==> config.mk <==
export PLATFORM = sky130hd
export DESIGN_NAME = viterbi_frame_ctrl
export DESIGN_NICKNAME = d
export VERILOG_FILES = /design/src/rtl/viterbi_frame_ctrl.sv
export SDC_FILE = /design/constraint.sdc
export NUM_CORES = 1
export LEC_CHECK = 0
export BUFFER_PORTS_ARGS = -buffer_cell sky130_fd_sc_hd__buf_4
export CAP_MARGIN = 20
export CORE_MARGIN = 2
export CORE_UTILIZATION = 45
export DETAILED_ROUTE_END_ITERATION = 10
export PLACE_DENSITY_LB_ADDON = 0.2
export SETUP_SLACK_MARGIN = 0.4
export SYNTH_ARGS = -nofsm -noshare
export SYNTH_HDL_FRONTEND = slang
export SYNTH_SLANG_ARGS = --single-unit
export TNS_END_PERCENT = 50
==> constraint.sdc <==
create_clock -name clk -period 3.1 [get_ports clk]
set_input_delay 0.31 -clock clk [delete_from_list [all_inputs] [get_ports clk]]
set_output_delay 0.31 -clock clk [all_outputs]
set_load 0.02 [all_outputs]
==> src/rtl/viterbi_frame_ctrl.sv <==
// Frame sequencer for the encoder/channel/decoder path: streams payload plus zero tail bits,
// schedules channel error masks, and scores decoded bits against the stored payload.
module viterbi_frame_ctrl #(
  parameter int FRAME_LEN = 64,
  parameter int TAIL_LEN  = 2,
  parameter int ERR_LOG2  = 4,
  parameter int TIMEOUT   = 512
) (
  input  logic                                    clk,
  input  logic                                    rst,
  input  logic                                    start_i,
  input  logic                                    err_en_i,
  input  logic [1:0]                              err_pat_i,
  input  logic                                    src_valid_i,
  input  logic                                    src_bit_i,
  output logic                                    src_ready_o,
  output logic                                    enc_enable_o,
  output logic                                    enc_bit_o,
  output logic [1:0]                              err_mask_o,
  input  logic                                    dec_valid_i,
  input  logic                                    dec_bit_i,
  output logic                                    busy_o,
  output logic                                    done_o,
  output logic                                    timeout_o,
  output logic [$clog2(FRAME_LEN+1)-1:0]          bit_err_o,
  output logic [$clog2(FRAME_LEN+TAIL_LEN+1)-1:0] inj_cnt_o
);

  localparam int IW = $clog2(FRAME_LEN + 1);
  localparam int AW = $clog2(FRAME_LEN);
  localparam int SW = $clog2(FRAME_LEN + TAIL_LEN + 1);
  localparam int TW = (TIMEOUT > 1) ? $clog2(TIMEOUT) : 1;

  localparam logic [IW-1:0] WR_LAST  = IW'(FRAME_LEN - 1);
  localparam logic [IW-1:0] RD_FULL  = IW'(FRAME_LEN);
  localparam logic [SW-1:0] SYM_LAST = SW'(FRAME_LEN + TAIL_LEN - 1);
  localparam logic [TW-1:0] TO_LAST  = TW'(TIMEOUT - 1);

  typedef enum logic [2:0] {
    IDLE,
    PAYLOAD,
    TAIL,
    DRAIN,
    DONE
  } state_t;

  state_t state;
  state_t state_nxt;

  logic [IW-1:0]       wr_idx;
  logic [IW-1:0]       rd_idx;
  logic [SW-1:0]       sym_idx;
  logic [TW-1:0]       drain_cnt;
  logic                err_en;
  logic [1:0]          err_pat;
  logic [(1<<AW)-1:0]  payload;

  logic xfer;
  logic busy;
  logic inj_hit;
  logic score;
  logic mismatch;
  logic frame_start;
  logic timeout_hit;

  always_ff @(posedge clk or posedge rst) begin
    if (rst) begin
      state <= IDLE;
    end else begin
      state <= state_nxt;
    end
  end

  always_comb begin
    state_nxt    = state;
    src_ready_o  = 1'b0;
    enc_enable_o = 1'b0;
    enc_bit_o    = 1'b0;
    frame_start  = 1'b0;
    timeout_hit  = 1'b0;
    case (state)
      IDLE: begin
        if (start_i) begin
          state_nxt   = PAYLOAD;
          frame_start = 1'b1;
        end
      end
      PAYLOAD: begin
        src_ready_o = 1'b1;
        if (src_valid_i) begin
          enc_enable_o = 1'b1;
          enc_bit_o    = src_bit_i;
          if (wr_idx == WR_LAST) begin
            state_nxt = (TAIL_LEN > 0) ? TAIL : DRAIN;
          end
        end
      end
      TAIL: begin
        enc_enable_o = 1'b1;
        if (sym_idx == SYM_LAST) begin
          state_nxt = DRAIN;
        end
      end
      DRAIN: begin
        // A completed frame wins over a timeout landing in the same cycle.
        if (rd_idx == RD_FULL) begin
          state_nxt = DONE;
        end else if (drain_cnt == TO_LAST) begin
          state_nxt   = DONE;
          timeout_hit = 1'b1;
        end
      end
      DONE: begin
        state_nxt = IDLE;
      end
      default: begin
        state_nxt = IDLE;
      end
    endcase
  end

  assign xfer     = (state == PAYLOAD) & src_valid_i;
  assign busy     = (state == PAYLOAD) | (state == TAIL) | (state == DRAIN);
  assign inj_hit  = enc_enable_o & err_en & (&sym_idx[ERR_LOG2-1:0]);
  assign score    = busy & dec_valid_i & (rd_idx < wr_idx);
  assign mismatch = score & (dec_bit_i != payload[rd_idx[AW-1:0]]);

  assign err_mask_o = inj_hit ? err_pat : 2'b00;
  assign busy_o     = busy;
  assign done_o     = (state == DONE);

  always_ff @(posedge clk or posedge rst) begin
    if (rst) begin
      wr_idx    <= '0;
      rd_idx    <= '0;
      sym_idx   <= '0;
      drain_cnt <= '0;
      err_en    <= 1'b0;
      err_pat   <= 2'b00;
      bit_err_o <= '0;
      inj_cnt_o <= '0;
      timeout_o <= 1'b0;
    end else begin
      if (frame_start) begin
        wr_idx    <= '0;
        rd_idx    <= '0;
        sym_idx   <= '0;
        bit_err_o <= '0;
        inj_cnt_o <= '0;
        timeout_o <= 1'b0;
        err_en    <= err_en_i;
        err_pat   <= err_pat_i;
      end else begin
        if (xfer && wr_idx != '1) begin
          wr_idx <= wr_idx + 1'b1;
        end
        if (enc_enable_o && sym_idx != '1) begin
          sym_idx <= sym_idx + 1'b1;
        end
        if (score) begin
          rd_idx <= rd_idx + 1'b1;
        end
        if (mismatch && bit_err_o != '1) begin
          bit_err_o <= bit_err_o + 1'b1;
        end
        // A zero pattern leaves the channel untouched, so it is not counted as an injection.
        if (inj_hit && err_pat != 2'b00 && inj_cnt_o != '1) begin
          inj_cnt_o <= inj_cnt_o + 1'b1;
        end
        if (timeout_hit) begin
          timeout_o <= 1'b1;
        end
      end
      if (state != DRAIN) begin
        drain_cnt <= '0;
      end else if (drain_cnt != TO_LAST) begin
        drain_cnt <= drain_cnt + 1'b1;
      end
    end
  end

  always_ff @(posedge clk) begin
    if (xfer) begin
      payload[wr_idx[AW-1:0]] <= src_bit_i;
    end
  end

endmodule

==> results.md <==
* DR vias at 3854
* Final slew viol count at 0
* CTS max path bufs at 2
* Core Region at 12100 sq um
* Grt ovf at 0
* Setup WS post-layout at 0.531 ns
* DR WL/cell at 16.6 um
* Worst setup path end: bit_err_o[4]
* Lkg Pwr at 2.60 nW
* Setup Skew at 0.00776 ns
* Final #Nets at 560
* Max VDD drop at 0.000452 V
* CP Cell Sequence: ha_1 -> a21o_1 -> a2111oi_4 -> o2111ai_4 -> a41oi_4 -> buf_4 -> a31o_1 -> a21oi_2
* Port bufs at 31
* Max cap viols at 0
* Die span in y at 116 um
* Commonest non-fill, non-tap cell in the layout: nor2_1
* Yosys warns at 0
* Site Rows at 40
* Cts bufs inserted at 17
* Die Area at 13300 sq um
* Area grow syn2layout at 20.0%
* Gpl congestion at 0.804
* Period Utilization, post-route at 82.9%
* Die W at 116 um
* Slowest CP cell: dfrtp_1
* DR iter-0 viols at 250
* Pre-CTS setup slack at 0.310 ns
* CTS clk-pin slew, worst paths at 0.05 ns
* Post-synth ARST share at 44.3%
* GRT Util Overall at 19.4%
* CP Launch Type: register
* Clk sinks at 115
* Layout cells sized above 1 at 17.5%
* DRC viols at 0
* Vias per std cell at 5.38
* Placed Cells at 675
* I/O pin cnt at 32
* Req. time, crit path at 3.38 ns
* Pwr per Cell Area at 820 nW/um^2
* Final hold viol count at 0
* Worst R2R Path Depth at 8
* Ys flop type: edfxtp_1
* Crit path largest cell delay at 0.63 ns
* Register bit total from synthesis at 115
* Final setup violation count at 0
* Most frequent cells in the layout: nor2_1 (114), edfxtp_1 (64), dfrtp_1 (49)
* First-pass GRT wire length at 19400 um
* WHS at 0.0842 ns
* Critical path class: register to register
* FF-to-FF End: bit_err_o[4]
* Max transition margin at 60.4%
* HPWL after DPL at 7850 um
* Post-route ant nets at 0
* Post-synth EDFFs at 64
* Critical path arrival at 2.85 ns
* R2R Path Start: rd_idx[2]
* Drt pass-1 iters at 5
* Routed WL at 11900 um
* Worst-Margin Slew at 0.592 ns
* Crit end category: register
* Synth Instances at 493
* Yosys cell types at 48
* Part of the Yosys area used for sequential elements at 57.1%
* Worst-path fanout max at 11
* Min cycle time layout at 2.57 ns
* Setup TNS Final at 0 ns
* Mean Syn Cell Area at 11.4 sq um
* CTS tree: done
* Reg2Reg Setup Slack at 0.53 ns
* Antenna diodes at 0
* Syn_nets at 518
* Synth Cell Area at 5600 sq um
* Initial antenna violation count at 0
* Vias in the first global route at 3767
* Clk_lat worst skew at 0.42 ns
* Status: finished, final reports clean
* Initial core utilization at 46.4%
* Min-delay worst type: input pin to register
* CTS root buf: clkbuf_16
* RSZ-0062 raised after global routing: no
* Peak Freq at 389 MHz
* Htree depth at 4
* Worst Setup SP: rd_idx[2]
* Largest net degree at the start of global routing at 66
* Finished Layout Cells at 716
[timing repair]
item | CTS | global route
hold buffers | 0 | 1
gates resized for setup | 1 | 7
endpoints found under the setup margin | 7 | 12
endpoints found under the hold margin | 0 | 19
pin swaps | 1 | 1
buffers inserted | 2 | 5
gates cloned | 0 | 0
[cell type report]
| cell class | count | area (sq um) |
|---|---|---|
| flip-flops and latches | 115 | 3200 |
| fillers | 1007 | 5340 |
| clock inverters | 13 | 161 |
| inverters | 14 | 52.6 |
| repair buffers | 45 | 378 |
| clock buffers | 19 | 433 |
| well taps | 168 | 210 |
| multi-input cells | 342 | 2280 |
[cells by family (layout without fill, tap and decap cells)]
group,count (synthesis),after routing,share of synthesized area [%]
compound gates,37,37,5.01
simple gates,234,234,19.1
xor+xnor,26,26,4.07
mux,30,30,8.47
flops,115,115,57.1
buf+inv,36,91,2.91
fa+ha+maj,15,15,3.35
[state kept, by name, summed over array words and instances, names as in the netlist]
signal and count:
bit_err_o 7, drain_cnt 9, err_en 1, err_pat 2
inj_cnt_o 7, payload 64, rd_idx 7, state 3
sym_idx 7, timeout_o 1, wr_idx 7
[cells in the mapped netlist, types with 2 or more instances]
| cell | instances | share of area, % |
|---|---|---|
| nand4_1 | 7 | 0.78 |
| nand3_1 | 18 | 1.6 |
| a21oi_2 | 2 | 0.31 |
| buf_1 | 4 | 0.27 |
| nor4_1 | 6 | 0.67 |
| ha_1 | 15 | 3.4 |
| o21ai_0 | 9 | 0.80 |
| mux2i_1 | 17 | 3.0 |
| nand3b_1 | 4 | 0.54 |
| a41oi_1 | 3 | 0.47 |
| and4_1 | 3 | 0.47 |
| or3_1 | 7 | 0.78 |
| nor2b_1 | 5 | 0.56 |
| xor2_1 | 10 | 1.6 |
| o21a_1 | 2 | 0.27 |
| a21o_1 | 2 | 0.27 |
| nand4b_1 | 3 | 0.47 |
| and3_1 | 7 | 0.78 |
| buf_4 | 4 | 0.54 |
| nor3_1 | 7 | 0.63 |
| mux4_2 | 10 | 4.0 |
| clkbuf_1 | 11 | 0.74 |
| a31oi_1 | 3 | 0.34 |
| nand2b_1 | 5 | 0.56 |
| inv_1 | 14 | 0.94 |
| o311a_1 | 2 | 0.36 |
| a21oi_1 | 5 | 0.45 |
| xnor2_1 | 16 | 2.5 |
| nor2_1 | 114 | 7.6 |
| and2_1 | 4 | 0.45 |
| dfrtp_1 | 51 | 23 |
| mux4_1 | 3 | 1.4 |
| edfxtp_1 | 64 | 34 |
| nand2_1 | 42 | 2.8 |
[metal layers]
metal | up-vias | global-route usage (%) | share of wire (%)
met5 | - | 0 | 0
met3 | 18 | 5.75 | 5.3
li1 | 1839 | - | -
met4 | 0 | 7.31 | 1.4
met2 | 89 | 30.1 | 49
met1 | 1908 | 26.1 | 45
[through the flow]
step                      area (sq um)  power, mW  utilization, %
after global placement            5990       3.39            49.7
after CTS                         6600       5.42            54.8
after global routing              6720       5.82            55.7
after detailed placement          5990       3.43            49.7
final                             6720       5.51            55.7
after floorplan                   5600       3.00               -
[worst max-delay path, delay by kind of cell (launching register included)]
family          cells  cell delay, ns
buf+inv             1            0.16
compound gates      6            1.32
flops               1            0.63
fa+ha+maj           1            0.32
[where the power goes]
| group | leakage (nW) | switching, mW | internal (mW) |
|---|---|---|---|
| sequential | 1.26 | 0.187 | 1.76 |
| combinational | 1.05 | 0.916 | 0.713 |
| clock | 0.281 | 0.681 | 1.26 |
[worst min-delay path by stage]
stage	startpoint	endpoint	slack [ns]	cells past startpoint
floorplan	src_bit_i	payload[0]	0.41	0
global placement	err_en	err_en	0.45	2
detailed placement	err_pat[0]	err_pat[0]	0.48	2
CTS	err_pat_i[0]	err_pat[0]	0.07	3
global route	err_pat_i[0]	err_pat[0]	0.10	3
finish	err_pat_i[0]	err_pat[0]	0.08	3
Note: power is estimated with default switching activity, not from simulation.
